`src/rtl/pipeline_hazard_ctrl.sv`:
```
// pipeline_hazard_ctrl: stall/flush sequencer for the 5-stage pipeline with memory-wait FSM and perf counters
module pipeline_hazard_ctrl #(
    parameter int MEM_TIMEOUT = 15,
    parameter int CNT_W       = 32
) (
    input  logic             clk,
    input  logic             reset,
    input  logic [4:0]       i_id_rs1,
    input  logic [4:0]       i_id_rs2,
    input  logic             i_id_use_rs1,
    input  logic             i_id_use_rs2,
    input  logic             i_ex_memread,
    input  logic [4:0]       i_ex_rd,
    input  logic             i_ex_br_taken,
    input  logic             i_mem_req,
    input  logic             i_mem_ready,
    output logic             o_pc_en,
    output logic             o_ifid_en,
    output logic             o_ifid_flush,
    output logic             o_idex_bubble,
    output logic             o_exmem_en,
    output logic             o_mem_err,
    output logic [CNT_W-1:0] o_stall_cnt,
    output logic [CNT_W-1:0] o_flush_cnt
);
    localparam int WW = $clog2(MEM_TIMEOUT + 1);

    typedef enum logic [1:0] {RUN, WAIT, ERR} state_t;

    state_t           r_state, w_state_nxt;
    logic [WW-1:0]    r_wait_cnt, w_wait_nxt;
    logic [CNT_W-1:0] r_stall_cnt, r_flush_cnt;
    logic             w_lu, w_frz;

    assign w_lu = i_ex_memread && (i_ex_rd != 5'd0) &&
                  ((i_id_use_rs1 && i_id_rs1 == i_ex_rd) || (i_id_use_rs2 && i_id_rs2 == i_ex_rd));
    assign w_frz = (r_state == RUN && i_mem_req && !i_mem_ready) ||
                   (r_state == WAIT && !i_mem_ready) || r_state == ERR;

    assign o_mem_err   = (r_state == ERR);
    assign o_stall_cnt = r_stall_cnt;
    assign o_flush_cnt = r_flush_cnt;

    // next state / wait counter: wait_cnt counts frozen not-ready cycles before giving up
    always_comb begin
        w_state_nxt = r_state;
        w_wait_nxt  = r_wait_cnt;
        case (r_state)
            RUN: if (i_mem_req && !i_mem_ready) begin
                w_state_nxt = WAIT;
                w_wait_nxt  = WW'(1);
            end
            WAIT: if (i_mem_ready) begin
                w_state_nxt = RUN;
                w_wait_nxt  = '0;
            end else if (r_wait_cnt == WW'(MEM_TIMEOUT)) begin
                w_state_nxt = ERR;
            end else begin
                w_wait_nxt  = r_wait_cnt + WW'(1);
            end
            ERR: w_state_nxt = ERR;
            default: begin
                w_state_nxt = RUN;
                w_wait_nxt  = '0;
            end
        endcase
    end

    // pipeline controls: reset forces a bubble, then freeze > branch squash > load-use > normal
    always_comb begin
        {o_pc_en, o_ifid_en, o_ifid_flush, o_idex_bubble, o_exmem_en} = 5'b11001;
        if (reset)
            {o_pc_en, o_ifid_en, o_ifid_flush, o_idex_bubble, o_exmem_en} = 5'b00110;
        else if (w_frz)
            {o_pc_en, o_ifid_en, o_ifid_flush, o_idex_bubble, o_exmem_en} = 5'b00000;
        else if (i_ex_br_taken)
            {o_pc_en, o_ifid_en, o_ifid_flush, o_idex_bubble, o_exmem_en} = 5'b11111;
        else if (w_lu)
            {o_pc_en, o_ifid_en, o_ifid_flush, o_idex_bubble, o_exmem_en} = 5'b00011;
    end

    // state register and wait counter
    always_ff @(posedge clk or posedge reset) begin
        if (reset) begin
            r_state    <= RUN;
            r_wait_cnt <= '0;
        end else begin
            r_state    <= w_state_nxt;
            r_wait_cnt <= w_wait_nxt;
        end
    end

    // saturating stall/flush performance counters
    always_ff @(posedge clk or posedge reset) begin
        if (reset) begin
            r_stall_cnt <= '0;
            r_flush_cnt <= '0;
        end else begin
            if (!o_pc_en && r_stall_cnt != '1)
                r_stall_cnt <= r_stall_cnt + 1'b1;
            if (o_ifid_flush && r_flush_cnt != '1)
                r_flush_cnt <= r_flush_cnt + 1'b1;
        end
    end
endmodule

```
`config.mk`:
```
export PLATFORM = sky130hd
export DESIGN_NAME = pipeline_hazard_ctrl
export DESIGN_NICKNAME = d
export VERILOG_FILES = /design/src/rtl/pipeline_hazard_ctrl.sv
export SDC_FILE = /design/constraint.sdc
export NUM_CORES = 1
export LEC_CHECK = 0
export ABC_AREA = 0
export ABC_CLOCK_PERIOD_IN_PS = 7300
export CAP_MARGIN = 20
export CELL_PAD_IN_SITES_DETAIL_PLACEMENT = 1
export CELL_PAD_IN_SITES_GLOBAL_PLACEMENT = 1
export CORE_MARGIN = 2
export CORE_UTILIZATION = 42
export DETAILED_ROUTE_END_ITERATION = 10
export DONT_BUFFER_PORTS = 1
export PLACE_DENSITY = 0.79
export SETUP_SLACK_MARGIN = 0.3
export SLEW_MARGIN = 10
export SYNTH_ARGS = -nofsm -noshare
export SYNTH_HDL_FRONTEND = slang
export SYNTH_SLANG_ARGS = --single-unit
```
`constraint.sdc`:
```
create_clock -name clk -period 7.3 [get_ports clk]
set_input_delay 1.825 -clock clk [delete_from_list [all_inputs] [get_ports clk]]
set_output_delay 1.825 -clock clk [all_outputs]
set_load 0.05 [all_outputs]
```
==> flow_summary.ini, run 1 <==
[sta]
fin_tns_setup_ns = 0
slew_headroom_pct = 33.4
worst_pin_slew_ns = 0.992
fin_skew_ns = 0.0108
fmax_mhz = 183
rsz0062_at_grt = false
fin_crit_ns = 5.45
holdWs_ns = 0.530
drv_slew = 0
timing_hold_violations_final = 0
fin_crit_sh_pct = 74.7
setup_viol_count_final = 0

[global_routing]
grt_antenna_before_repair = 0
grt_overflow = 0
grt_usage_pct = 19.2
grt_pass1_vias = 2716
grt_max_degree = 71
grt_pass1_wl_um = 13400

[status]
run_status = finished clean

[min_path]
hp-start = r_state[1]
hold_end = r_wait_cnt[0]
holdPathStages = 1
min_path_type = register to register

[clock_network]
clkTransAtPathRegs_ns = 0.07
cts_buffers = 9
clockRootBuffer = clkbuf_8
clkLatencyLatePin_ns = 0.34
clockBufferDepth = 2
cts.sinks = 70
cts-resized-gates = 0
cts_tree = done
cts-hold-fix-buffers = 0
postCtsSetupRepairBufs = 0
htreeDepth = 3

[placement]
place_hpwl_um = 5940
gp_congestion = 0.813
numPortBuffers = 0

[detailed_routing]
dr.pass1.iters = 4
dr.first_iter.drc_count = 103
postRouteAntennaNets = 0
vias_per_cell = 5.59
drcViolationCount = 0
routedWlPerCell_um = 18.3
via_count = 2469
routed_wl_um = 8070

[critical_path]
rrSetupSlack_ns = 4.19
crit_arrival_ns = 3.63
crit_path_end_kind = primary output
r2r_start = r_state[0]
critical_path_required_ns = 5.48
rr_endpoint = o_flush_cnt[22]
critPathKind = primary input to primary output
critPathMaxFanout = 6
start_kind = primary input
ff2ff_path_depth = 9

[yosys]
synth-main-ff-cell = dfrtp_1
ys_warn_count = 0
synth_nets = 350
synth_top_area_cell = dfrtp_1
ys_seq_area_share_pct = 50.3
async_flop_share_pct = 100
synthDominantCellAreaShare_pct = 50.3
synth.avg_cell_area_sq_um = 10.7
synth-edff-count = 0
synthDistinctLibCells = 44
yosys-top-cells-area = dfrtp_1, xnor2_1, nand4_1
ys_ff_latch = 70
synthCells = 324
syn-cell-area_sq_um = 3480

[die]
dieHeight_um = 95.0
die_w_um = 95.0
rows = 33
core_sq_um = 8130
initial_core_util_pct = 42.8
num_io_pins = 93
die-area_sq_um = 9030

[finish]
n_antenna_cell = 0
area_growth_pct = 8.55
final_nets = 358
fillers = 911
post-route-util_pct = 46.5
drive_above_1_share_pct = 10.4

[pwr]
irDropWorstVdd_mv = 0.168
power_density_nw_per_um2 = 280
p_leak_uw = 0.00155

[job]
max_cap_violations = 0
[logic make-up after synthesis]
kind of cell	share of synthesized area, %
muxes	0.935
and+or+nand+nor	22.5
AOI/OAI and AO/OA	5.18
adders and majority gates	1.08
buffers and inverters	1.87
xor gates and xnor gates	18.1
DFF	50.3
[synth_stat cells, types with 2 or more instances]
cell and instances:
a211oi_4 2, a21oi_1 8, and3_1 10, and4_1 6, buf_6 2, dfrtp_1 70
ha_1 3, inv_1 7, mux2_2 2, nand2_1 36, nand2b_1 2, nand3_1 24
nand4_1 24, nand4_2 2, nor2_1 19, nor3_1 4, nor3b_1 2, nor4_1 2
o21ai_0 2, o22ai_1 2, or4_1 2, xnor2_1 60, xor2_1 12
[power breakdown]
group          internal (uW)  switching, uW  leakage, uW
combinational           57.4           69.2     0.000537
clock                    157            152    0.0000883
sequential               425            197     0.000929
total                    639            418      0.00155
[how the worst max path moves through the flow]
| stage | from | to | slack [ns] | cells after the start |
|---|---|---|---|---|
| after floorplan | i_ex_rd[1] | o_pc_en | 1.90 | 5 |
| after global placement | i_ex_rd[1] | o_ifid_en | 1.85 | 5 |
| after detailed placement | i_ex_rd[1] | o_ifid_en | 1.85 | 5 |
| after CTS | i_ex_rd[1] | o_ifid_en | 1.84 | 5 |
| after global routing | i_ex_rd[1] | o_ifid_en | 1.78 | 5 |
| final | i_ex_rd[1] | o_ifid_en | 1.85 | 5 |
[worst max-delay path, cell delays in order]
cell      delay [ns]
or4_1           0.57
o21ai_2         0.15
nor2_1          0.08
a211oi_4        0.62
buf_4           0.37
[registers in the layout, indices dropped and copies added (netlist names)]
register / cells
o_flush_cnt: 32
r_state: 2
r_wait_cnt: 4
o_stall_cnt: 32
[layout make-up]
| type | count | area [sq um] | share of cell area [%] |
|---|---|---|---|
| multi-input combinational | 242 | 1660 | 44.0 |
| sequential | 70 | 1750 | 46.4 |
| clock inverter | 6 | 62.6 | 1.66 |
| inverter | 7 | 26.3 | 0.695 |
| timing repair buffer | 2 | 15.0 | 0.397 |
| tap | 105 | 131 | 3.48 |
| clock buffer | 10 | 128 | 3.38 |
[placed cells by master (no fill, tap or decap), types with 4 or more instances in the layout]
master	netlist	final
nor2_1	19	19
and3_1	10	10
dfrtp_1	70	70
inv_1	7	6
a21oi_1	8	8
nor3_1	4	4
nand4_1	24	24
nand2_1	36	36
clkbuf_8	0	9
xor2_1	12	12
nand3_1	24	24
xnor2_1	60	60
and4_1	6	6
[through the flow]
| step | cell area (sq um) | setup slack [ns] | total power (uW) | std cells |
|---|---|---|---|---|
| floorplan | 3480 | 1.90 | 721 | 324 |
| global placement | 3590 | 1.85 | 749 | 426 |
| detailed placement | 3590 | 1.85 | 761 | 426 |
| CTS | 3780 | 1.84 | 1070 | 442 |
| global route | 3780 | 1.78 | 1120 | 442 |
| finish | 3780 | 1.85 | 1060 | 442 |
[per-layer routing]
metal  share of wire (%)  global-route usage [%]  vias to the layer above  wire [um]
met5                   0                       0                        -          0
met4                 2.1                    7.13                        0        172
met3                 7.7                    7.35                       15        618
met2                  48                    30.7                       76       3860
met1                  42                    23.6                     1228       3410
li1                    -                       -                     1150          -
Power figures use the tool's default switching activity.
==> inputs of run 2 (changes only) <==
--- a/config.mk
+++ b/config.mk
@@ -6,7 +6,7 @@
 export NUM_CORES = 1
 export LEC_CHECK = 0
 export ABC_AREA = 0
-export ABC_CLOCK_PERIOD_IN_PS = 7300
+export ABC_CLOCK_PERIOD_IN_PS = 5000
 export CAP_MARGIN = 20
 export CELL_PAD_IN_SITES_DETAIL_PLACEMENT = 1
 export CELL_PAD_IN_SITES_GLOBAL_PLACEMENT = 1
@@ -14,7 +14,7 @@
 export CORE_UTILIZATION = 42
 export DETAILED_ROUTE_END_ITERATION = 10
 export DONT_BUFFER_PORTS = 1
-export PLACE_DENSITY = 0.79
+export PLACE_DENSITY = 0.82
 export SETUP_SLACK_MARGIN = 0.3
 export SLEW_MARGIN = 10
 export SYNTH_ARGS = -nofsm -noshare
==> constraint.sdc (replaced) <==
create_clock -name clk -period 5 [get_ports clk]
set_input_delay 1.25 -clock clk [delete_from_list [all_inputs] [get_ports clk]]
set_output_delay 1.25 -clock clk [all_outputs]
set_load 0.05 [all_outputs]
==> run 2 against run 1 <==
- combinational power up 45%
- clock power up 69%
- design area up 1.2%
- first-iteration DRC count up 1.9%
- critical path type unchanged
==> flow_summary.ini, run 2 (same netlist as run 1, synthesis figures left out) <==
[clock_network]
cts_tree = done
clockRootBuffer = clkbuf_8
postCtsSetupRepairBufs = 0
cts_buffers = 9
clkLatencyLatePin_ns = 0.34
cts-resized-gates = 0
cts-hold-fix-buffers = 0
htreeDepth = 3
clockBufferDepth = 2
cts.sinks = 70
clkTransAtPathRegs_ns = 0.08

[finish]
final_cell_mix = dfrtp_1, xnor2_1, nand2_1, nand4_1, nand3_1
area_growth_pct = 9.89
final_common_cell = dfrtp_1
final_nets = 359
n_antenna_cell = 0
post-route-util_pct = 47.0
drive_above_1_share_pct = 10.9

[sta]
fin_crit_ns = 3.89
fin_tns_setup_ns = 0
worst_pin_slew_ns = 0.888
fin_crit_sh_pct = 77.8
setup_viol_count_final = 0
timing_hold_violations_final = 0
fmax_mhz = 257
drv_slew = 0
rsz0062_at_grt = false
fin_skew_ns = 0.0145
slew_headroom_pct = 40.6

[global_routing]
grt_overflow = 0
grt_pass1_vias = 2637
grt_antenna_before_repair = 0
grt_max_degree = 53
grt_usage_pct = 18.9
grt_pass1_wl_um = 13100

[detailed_routing]
vias_per_cell = 5.61
drcViolationCount = 0
postRouteAntennaNets = 0
via_count = 2487
dr.pass1.iters = 4
dr.first_iter.drc_count = 105
routed_wl_um = 8000
routedWlPerCell_um = 18.1

[job]
max_cap_violations = 0

[placement]
place_hpwl_um = 5980
gp_congestion = 0.767
numPortBuffers = 0

[die]
dieHeight_um = 95.0
rows = 33
initial_core_util_pct = 42.8
die_w_um = 95.0
num_io_pins = 93
core_sq_um = 8130
die-area_sq_um = 9030

[critical_path]
ff2ff_path_depth = 9
crit_path_end_kind = primary output
crit_arrival_ns = 2.64
rr_endpoint = o_flush_cnt[29]
critPathMaxFanout = 7
rrSetupSlack_ns = 2.01
r2r_start = r_state[0]
critPathKind = primary input to primary output
critical_path_required_ns = 3.75
start_kind = primary input
endpoint = o_ifid_en
cp-startpoint = i_ex_rd[1]

[status]
run_status = finished clean

[pwr]
irDropWorstVdd_mv = 0.299
power_density_nw_per_um2 = 423
p_leak_uw = 0.00158

[min_path]
min_path_type = register to register
run 2: changes by cell type in the layout (fill, tap and decap cells not counted), sizes merged:
cell      delta
buf          +1
bufinv       +1
clkbuf       -1
clkinv       -1
clkinvlp     -2
inv          +3
run 2: routing by layer:
layer	global-route usage, %	wire, um	up-vias
met5	0	0	-
met4	7.85	105	0
met3	5.30	473	8
met2	31.3	3980	67
met1	23.2	3440	1254
li1	-	-	1158
run 2: area by class of cell:
cell class,instances,area (sq um)
Fill cell,891,4310
Sequential cell,70,1750
Multi-Input combinational cell,242,1660
Tap cell,105,131
Clock buffer,9,124
Clock inverter,7,105
Inverter,7,26.3
Timing Repair Buffer,3,22.5
run 2: worst min-delay path by stage:
stage	from	end	slack, ns	cells after the start
2_1_floorplan	r_state[1]	r_wait_cnt[0]	0.47	1
3_3_place_gp	r_state[1]	r_wait_cnt[0]	0.50	1
3_5_place_dp	r_state[1]	r_wait_cnt[0]	0.50	1
4_1_cts	r_state[1]	r_wait_cnt[0]	0.52	1
5_1_grt	r_state[1]	r_wait_cnt[0]	0.54	1
6_report	r_state[1]	r_wait_cnt[0]	0.51	1
run 2: report_power, final:
part	switching, uW	internal (uW)
logic	99.2	85.2
registers	291	621
clock network	233	289
run 2: through the flow:
| stage | power [uW] | cell area, sq um | hold WS [ns] | std cells | worst slack (ns) |
|---|---|---|---|---|---|
| 6_report | 1620 | 3820 | 0.514 | 443 | 1.11 |
| 2_1_floorplan | 1050 | 3480 | 0.468 | 324 | 0.753 |
| 3_3_place_gp | 1100 | 3600 | 0.495 | 427 | 1.10 |
| 3_5_place_dp | 1110 | 3600 | 0.500 | 427 | 1.10 |
| 4_1_cts | 1640 | 3820 | 0.523 | 443 | 1.10 |
| 5_1_grt | 1700 | 3820 | 0.539 | 443 | 1.05 |
run 2: critical path: stages:
cell and delay, ns:
or4_1 0.55, o21ai_2 0.14, nor2_1 0.08, a211oi_4 0.22
buf_4 0.39
==> inputs of run 3 (changes only) <==
--- a/config.mk
+++ b/config.mk
@@ -6,7 +6,7 @@
 export NUM_CORES = 1
 export LEC_CHECK = 0
 export ABC_AREA = 0
-export ABC_CLOCK_PERIOD_IN_PS = 5000
+export ABC_CLOCK_PERIOD_IN_PS = 3700
 export CAP_MARGIN = 20
 export CELL_PAD_IN_SITES_DETAIL_PLACEMENT = 1
 export CELL_PAD_IN_SITES_GLOBAL_PLACEMENT = 1
@@ -14,7 +14,7 @@
 export CORE_UTILIZATION = 42
 export DETAILED_ROUTE_END_ITERATION = 10
 export DONT_BUFFER_PORTS = 1
-export PLACE_DENSITY = 0.82
+export PLACE_DENSITY = 0.79
 export SETUP_SLACK_MARGIN = 0.3
 export SLEW_MARGIN = 10
 export SYNTH_ARGS = -nofsm -noshare
==> constraint.sdc (replaced) <==
create_clock -name clk -period 3.7 [get_ports clk]
set_input_delay 0.925 -clock clk [delete_from_list [all_inputs] [get_ports clk]]
set_output_delay 0.925 -clock clk [all_outputs]
set_load 0.05 [all_outputs]
==> run 3 against run 2 <==
- flip-flop and latch count unchanged
- critical endpoint is now o_ifid_flush
- count of clock-buffer cells in the layout unchanged
- first-iteration DRC count shrank 9.5%
- final cell count increased by 1.6%
- global-route usage grew 0.073 points
- via count grew 0.97%
- die area stayed put
- register-to-register slack worse by 1.3 ns
- highest routed layer unchanged
- clock skew is 0.0038 ns lower
- combinational power rose by 66%
- critical path depth is the same
- clock power is 32% higher
==> flow_summary.ini, run 3 (same netlist as run 1, synthesis figures left out) <==
[die]
die-area_sq_um = 9030
core_sq_um = 8130
num_io_pins = 93
rows = 33
die_w_um = 95.0
dieHeight_um = 95.0
initial_core_util_pct = 42.8

[clock_network]
clkLatencyLatePin_ns = 0.34
htreeDepth = 3
clockBufferDepth = 2
cts-resized-gates = 0
postCtsSetupRepairBufs = 0
cts-hold-fix-buffers = 0
cts_buffers = 9
clkTransAtPathRegs_ns = 0.08
cts.sinks = 70
cts_tree = done
clockRootBuffer = clkbuf_8

[sta]
worst_pin_slew_ns = 0.695
fin_crit_sh_pct = 86.6
fin_skew_ns = 0.0107
rsz0062_at_grt = false
setup_viol_count_final = 0
slew_headroom_pct = 53.7
fin_tns_setup_ns = 0
fmax_mhz = 312
timing_hold_violations_final = 0
drv_slew = 0
fin_crit_ns = 3.20

[detailed_routing]
via_count = 2511
postRouteAntennaNets = 0
dr.first_iter.drc_count = 95
drcViolationCount = 0
dr.pass1.iters = 4
vias_per_cell = 5.58
routedWlPerCell_um = 17.9
routed_wl_um = 8040

[status]
run_status = finished clean

[critical_path]
critPathMaxFanout = 12
crit_path_end_kind = primary output
rrSetupSlack_ns = 0.70
ff2ff_path_depth = 9
start_kind = register
critical_path_required_ns = 2.77
crit_arrival_ns = 2.28
critPathKind = register to primary output

[finish]
final_cell_mix = dfrtp_1, xnor2_1, nand2_1, nand4_1, nand3_1
stdcell_area_sq_um = 3880
final_nets = 366
final_common_cell = dfrtp_1
fillers = 884
post-route-util_pct = 47.7
drive_above_1_share_pct = 12.8
area_growth_pct = 11.5
n_antenna_cell = 0

[pwr]
irDropWorstVdd_mv = 0.419
p_leak_uw = 0.00162
power_density_nw_per_um2 = 563
p_total_uw = 2180

[global_routing]
use_met1_pct = 23.1
met2_usage_pct = 30.9
grt_overflow = 0
grt_pass1_wl_um = 13200
grt_pass1_vias = 2677
grt_usage_pct = 19.0
grt_max_degree = 50
met3_usage_pct = 6.64
busiest_layer = met2
grt_antenna_before_repair = 0

[job]
max_cap_violations = 0

[placement]
gp_congestion = 0.819
place_area_sq_um = 3640
numPortBuffers = 0
place_hpwl_um = 5910

[min_path]
min_path_type = primary input to async pin
## run 3: metrics by stage
| step | hold slack, ns | setup slack, ns | instances |
|---|---|---|---|
| floorplan | 0.468 | 0.175 | 324 |
| global placement | 0.493 | 0.571 | 433 |
| detailed placement | 0.518 | 0.519 | 433 |
| CTS | 0.532 | 0.450 | 449 |
| global route | 0.389 | 0.313 | 450 |
| finish | 0.399 | 0.496 | 450 |
## run 3: power by group
part | total, uW | switching [uW] | internal (uW)
clock | 687 | 305 | 382
sequential | 1190 | 353 | 840
combinational | 305 | 175 | 130
## run 3: final timing paths
| kind | startpoint | endpoint |
|---|---|---|
| max | r_state[0] | o_ifid_flush |
| min | reset | o_flush_cnt[17] |
| max reg2reg | r_state[0] | o_flush_cnt[25] |
| min reg2reg | r_state[1] | r_wait_cnt[0] |
| max in group asynchronous | reset | o_flush_cnt[22] |
| min in group clk | r_state[1] | r_wait_cnt[0] |
## run 3: worst max-delay path, cell delays in order (launching register included)
cell	delay [ns]
dfrtp_1	0.50
nand2b_1	0.24
inv_1	0.37
a21oi_1	0.08
a21oi_1	0.38
inv_1	0.37
## run 3: area by class of cell
cell class                      instances  area [sq um]  share of cell area [%]
Inverter                                7          26.3                   0.677
Tap cell                              105           131                    3.38
Sequential cell                        70          1750                    45.1
Multi-Input combinational cell        242          1660                    42.9
Clock inverter                          7          97.6                    2.51
Clock buffer                            9           124                    3.19
Timing Repair Buffer                   10          87.6                    2.26
## run 3: metal layers
metal | part of all wire, % | wire length [um] | vias up
met2 | 49 | 3950 | 56
met5 | 0 | 0 | -
met1 | 43 | 3490 | 1271
met3 | 6.8 | 545 | 6
li1 | - | - | 1178
met4 | 0.81 | 65 | 0
